## config.mk

```make
export PLATFORM = sky130hd
export DESIGN_NAME = dfu_lsc_sequencer
export DESIGN_NICKNAME = d
export VERILOG_FILES = /design/src/rtl/dfu_lsc_sequencer.sv
export SDC_FILE = /design/constraint.sdc
export NUM_CORES = 1
export LEC_CHECK = 0
export ABC_AREA = 1
export CAP_MARGIN = 20
export CORE_AREA = 4 4 606 608
export CTS_CLUSTER_DIAMETER = 80
export CTS_CLUSTER_SIZE = 25
export DETAILED_ROUTE_END_ITERATION = 8
export DIE_AREA = 0 0 610 612
export HOLD_SLACK_MARGIN = 0.15
export PLACE_DENSITY = 0.3
export SLEW_MARGIN = 20
export SYNTH_ARGS = -nofsm -noshare
export SYNTH_HDL_FRONTEND = slang
export SYNTH_SLANG_ARGS = --single-unit
```

## constraint.sdc

```tcl
create_clock -name clk -period 1.68 [get_ports clk]
set_input_delay 0.504 -clock clk [delete_from_list [all_inputs] [get_ports clk]]
set_output_delay 0.504 -clock clk [all_outputs]
set_load 0.02 [all_outputs]
```

## src/rtl/dfu_lsc_sequencer.sv

```systemverilog
// Load/compute/store sequencer: fetches one instruction triple from the IDU and runs the three engines in order.
// Optional watchdog per execution phase is compiled in with `define LSC_TIMEOUT_EN.
module dfu_lsc_sequencer #(
  parameter int INSTR_WIDTH    = 256,
  parameter int TIMEOUT_CYCLES = 1024
) (
  input  logic                   clk,
  input  logic                   rst,
  input  logic                   idu2dfu_load_fifo_empty,
  input  logic                   idu2dfu_compute_fifo_empty,
  input  logic                   idu2dfu_store_fifo_empty,
  output logic                   dfu2idu_load_instr_req,
  output logic                   dfu2idu_compute_instr_req,
  output logic                   dfu2idu_store_instr_req,
  input  logic [INSTR_WIDTH-1:0] idu2dfu_load_instr,
  input  logic [INSTR_WIDTH-1:0] idu2dfu_compute_instr,
  input  logic [INSTR_WIDTH-1:0] idu2dfu_store_instr,
  input  logic                   idu2dfu_load_instr_vld,
  input  logic                   idu2dfu_compute_instr_vld,
  input  logic                   idu2dfu_store_instr_vld,
  output logic                   load_start,
  output logic                   compute_start,
  output logic                   store_start,
  output logic [INSTR_WIDTH-1:0] load_instr,
  output logic [INSTR_WIDTH-1:0] compute_instr,
  output logic [INSTR_WIDTH-1:0] store_instr,
  input  logic                   load_done,
  input  logic                   compute_done,
  input  logic                   store_done,
  output logic                   dfu_lsc_done,
  output logic                   lsc_busy,
  output logic                   lsc_timeout_err
);

  localparam int NQ = 3;  // lane 0 load, 1 compute, 2 store

  typedef enum logic [2:0] {IDLE, FETCH, LOAD, COMPUTE, STORE, DONE} state_t;

  state_t                         state, state_nxt;
  logic [NQ-1:0]                  vld, got, done_in, start_q, start_nxt;
  logic [NQ-1:0][INSTR_WIDTH-1:0] instr_in, instr_q;
  logic                           all_ready, in_phase, tmo, req;

  assign vld      = {idu2dfu_store_instr_vld, idu2dfu_compute_instr_vld, idu2dfu_load_instr_vld};
  assign instr_in = {idu2dfu_store_instr, idu2dfu_compute_instr, idu2dfu_load_instr};
  assign done_in  = {store_done, compute_done, load_done};
  assign all_ready = ~(idu2dfu_load_fifo_empty | idu2dfu_compute_fifo_empty |
                       idu2dfu_store_fifo_empty);
  assign in_phase  = (state == LOAD) || (state == COMPUTE) || (state == STORE);

  // Done is only honoured once the start pulse has gone (start_q low).
  always_comb begin
    state_nxt = state;
    start_nxt = '0;
    unique case (state)
      IDLE:    if (all_ready) state_nxt = FETCH;
      FETCH:   if (&(got | vld)) state_nxt = LOAD;
      LOAD:    if (done_in[0] && !start_q[0]) state_nxt = COMPUTE;
               else if (tmo) state_nxt = IDLE;
      COMPUTE: if (done_in[1] && !start_q[1]) state_nxt = STORE;
               else if (tmo) state_nxt = IDLE;
      STORE:   if (done_in[2] && !start_q[2]) state_nxt = DONE;
               else if (tmo) state_nxt = IDLE;
      DONE:    state_nxt = IDLE;
      default: state_nxt = IDLE;
    endcase
    start_nxt[0] = (state_nxt == LOAD)    && (state != LOAD);
    start_nxt[1] = (state_nxt == COMPUTE) && (state != COMPUTE);
    start_nxt[2] = (state_nxt == STORE)   && (state != STORE);
  end

  always_ff @(posedge clk or negedge rst) begin
    if (!rst) begin
      state   <= IDLE;
      start_q <= '0;
      got     <= '0;
      instr_q <= '0;
    end else begin
      state   <= state_nxt;
      start_q <= start_nxt;
      for (int i = 0; i < NQ; i++) begin
        if (state_nxt == IDLE)
          got[i] <= 1'b0;
        else if (state == FETCH && vld[i] && !got[i]) begin
          got[i]     <= 1'b1;
          instr_q[i] <= instr_in[i];
        end
      end
    end
  end

  // Request is a Mealy output of IDLE; gating with rst keeps it low while reset is held.
  assign req = rst && (state == IDLE) && all_ready;
  assign dfu2idu_load_instr_req    = req;
  assign dfu2idu_compute_instr_req = req;
  assign dfu2idu_store_instr_req   = req;

  assign load_start    = start_q[0];
  assign compute_start = start_q[1];
  assign store_start   = start_q[2];
  assign load_instr    = instr_q[0];
  assign compute_instr = instr_q[1];
  assign store_instr   = instr_q[2];
  assign dfu_lsc_done  = (state == DONE);
  assign lsc_busy      = (state != IDLE);

`ifdef LSC_TIMEOUT_EN
  localparam int CW = $clog2(TIMEOUT_CYCLES + 1);

  logic [CW-1:0] wd_cnt;
  logic          err_q;

  // Limit hit on the cycle the count reaches TIMEOUT_CYCLES, so IDLE and the flag appear then.
  assign tmo = in_phase && (wd_cnt == CW'(TIMEOUT_CYCLES - 1));

  always_ff @(posedge clk or negedge rst) begin
    if (!rst) begin
      wd_cnt <= '0;
      err_q  <= 1'b0;
    end else begin
      if (|start_nxt)    wd_cnt <= '0;
      else if (in_phase) wd_cnt <= wd_cnt + 1'b1;
      if (tmo && state_nxt == IDLE) err_q <= 1'b1;
    end
  end

  assign lsc_timeout_err = err_q;
`else
  assign tmo             = 1'b0;
  assign lsc_timeout_err = 1'b0;
`endif

endmodule

```

==> impl_metrics.env <==
export IMPL_worstSkewPairLatency_ns=0.82
export IMPL_fillCellCount=39600
export IMPL_drive_gt1_share_pct=56.3
export IMPL_floorplan_rows=221
export IMPL_required_ns=1.18
export IMPL_fin_ws_ns=-0.809
export IMPL_die_w_um=610
export IMPL_antenna_found_initial=206
export IMPL_die_area_um2=373000
export IMPL_grt_pass1_vias=24800
export IMPL_grt_util_met1_pct=13.4
export IMPL_skew_ns=0.0414
export IMPL_post_route_util_pct=16.9
export IMPL_placed_cell_area_um2=54800
export IMPL_cts_sinks=777
export IMPL_cts_buffer_depth=4
export IMPL_dr_pass1_iters=4
export IMPL_seqCellArea_um2=19500
export IMPL_clk_root_buffer_cell="clkbuf_16"
export IMPL_fin_area_um2=61000
export IMPL_area_growth_pct=112
export IMPL_crit_path_end_kind="output pin"
export IMPL_finalHoldViolations=0
export IMPL_slew_headroom_pct=53.8
export IMPL_use_met2_pct=23.1
export IMPL_clk_pin_slew_worst_paths_ns=0.08
export IMPL_layout_min_cycle_time_ns=2.49
export IMPL_grt_max_degree=90
export IMPL_drv_slew=0
export IMPL_drc_errors=0
export IMPL_synth_nets=2477
export IMPL_violations="negative setup slack"
export IMPL_start_kind="flip-flop"
export IMPL_start_util_pct=7.96
export IMPL_setup_viol=1766
export IMPL_cts_tree="done"
export IMPL_dpl_hpwl_mm=216
export IMPL_arrival_ns=1.99
export IMPL_synth_warnings=0
export IMPL_globalplace_congestion=0.797
export IMPL_syn_cell_area_um2=28800
export IMPL_p_per_area_nw_per_um2=2230
export IMPL_design_core_area_um2=362000
export IMPL_ys_seq_area_share_pct=67.5
export IMPL_status="finished, violations left"
export IMPL_io_pins=1556
export IMPL_grt_usage_pct=12.9
export IMPL_grt_setup_unrepaired="yes"
export IMPL_finalCritPeriodShare_pct=148
export IMPL_worst_slew_pin_slew_ns=0.691
export IMPL_ir_worst_vdd_mv=0.741
export IMPL_critPathMaxFanout=3
export IMPL_ant_nets=0
export IMPL_num_vias=22900
export IMPL_path_class="reg -> out"
export IMPL_cts_made_buffers=94
export IMPL_overflow=0
export IMPL_wire_per_inst_um=30.0
export IMPL_use_met3_pct=6.81
export IMPL_ys_types=13
export IMPL_multi_input_area_um2=8940
export IMPL_grt_pass1_wl_mm=308
export IMPL_maxCapViolCount=0
export IMPL_p_leak_nw=25.1
export IMPL_portBuffers=1554
export IMPL_max_freq_ghz=0.402
export IMPL_worst_hold_path_type="in -> reg"
export IMPL_chipHeight_um=612
export IMPL_syn_inst=1698
export IMPL_nNetsFinal=4291
export IMPL_grt_busiest_layer="met2"
export IMPL_synth_area_per_cell_um2=17.0
export IMPL_htree_levels=3
export IMPL_drt_total_wl_mm=253
export IMPL_drt_initial_drc_count=672
export IMPL_via_per_inst=2.71
export IMPL_synth_seq_cells=777
power breakdown:
part           leakage (nW)  switching (mW)  internal [mW]
Combinational          14.4            34.5           41.0
Clock                  1.60            10.3           12.5
Sequential             9.15            9.29           28.6
Total                  25.1            54.0           82.1
flip-flops by register name (all words and copies together), names as in the netlist:
| register | cells |
|---|---|
| state | 3 |
| got | 3 |
| store_instr | 256 |
| load_instr | 256 |
| compute_instr | 256 |
| start_q | 3 |
per-stage QoR:
step / setup slack (ns) / setup TNS, ns / cells / hold WS [ns] / total power [mW]
2_1_floorplan: 0.0364 / 0 / 1698 / 0.208 / 58.7
3_3_place_gp: -0.692 / -354.97 / 8091 / 0.486 / 109
3_5_place_dp: -0.594 / -365.26 / 8091 / 0.492 / 109
4_1_cts: -0.984 / -480.59 / 8329 / 0.174 / 138
5_1_grt: -0.977 / -594.78 / 8392 / 0.211 / 144
6_report: -0.809 / -434.38 / 8425 / 0.291 / 136
what timing repair did:
| action | in CTS | in global routing |
|---|---|---|
| hold buffers | 1 | 0 |
| cloned | 14 | 30 |
| resized for setup | 2976 | 114 |
| endpoints found under the hold margin | 197 | 0 |
| pin swaps | 5 | 3 |
| buffers inserted | 56 | 33 |
| endpoints found under the setup margin | 1545 | 1905 |
Yosys cell counts:
cell	n	area [um2]
dfrtp_1	777	19400
mux2_2	768	8650
buf_2	78	390
inv_1	24	90.1
nand2_1	16	60.1
nor2_1	10	37.5
nand3_1	7	35.0
clkbuf_1	6	22.5
nor3_1	4	20.0
buf_4	3	22.5
o21ai_0	3	15.0
conb_1	1	3.75
nor3_4	1	16.3
metal layers:
| metal | up-vias | wire [um] |
|---|---|---|
| li1 | 9670 | - |
| met1 | 11600 | 88600 |
| met2 | 1178 | 128000 |
| met3 | 424 | 30200 |
| met4 | 28 | 5800 |
| met5 | - | 198 |
layout by cell type (no fill, tap or decap), types with 21 or more instances in the layout:
cell and count:
buf_12 378, buf_16 21, buf_4 99, buf_6 490, clkbuf_16 118, clkdlybuf4s50_1 777
dfrtp_1 728, dfrtp_2 49, diode_2 46, inv_1 22, mux2_2 756
final cells by class:
| cell class | instances | share of cell area (%) |
|---|---|---|
| diodes | 46 | 0.189 |
| clock buffers | 105 | 4.08 |
| clock inverters | 64 | 1.35 |
| inverters | 24 | 0.148 |
| multi-input cells | 810 | 14.7 |
| flip-flops and latches | 777 | 32.0 |
| well taps | 4794 | 9.84 |
| repair buffers | 1805 | 37.7 |
critical path: stages (launching register included):
cell and delay [ns]:
dfrtp_1 0.41, nor3_2 0.19, buf_6 0.19, nand2_4 0.08
nor2_4 0.14, buf_6 0.14
cell families after synthesis:
group,after synthesis,synth area share [%]
DFF,777,67.5
muxes,768,30.0
buffers and inverters,111,1.82
and+or+nand+nor,38,0.586
AOI/OAI and AO/OA,3,0.0521
other,1,0.0130
path summary, 6_finish.rpt:
| kind | cells past startpoint | slack, ns | startpoint | end |
|---|---|---|---|---|
| worst max-delay path | 5 | -0.81 | state[1]$_DFF_PN0_ | dfu2idu_load_instr_req |
| worst min-delay path | 2 | 0.29 | idu2dfu_load_instr[210] | load_instr[210]$_DFFE_PN0P_ |
| worst max register to register | 10 | -0.54 | state[2]$_DFF_PN0_ | compute_instr[240]$_DFFE_PN0P_ |
| worst min register to register | 1 | 0.53 | compute_instr[222]$_DFFE_PN0P_ | compute_instr[222]$_DFFE_PN0P_ |
| max in group asynchronous | 5 | -0.14 | rst | store_instr[96]$_DFFE_PN0P_ |
| min in group asynchronous | 3 | 0.80 | rst | load_instr[187]$_DFFE_PN0P_ |
Power figures use the tool's default switching activity.
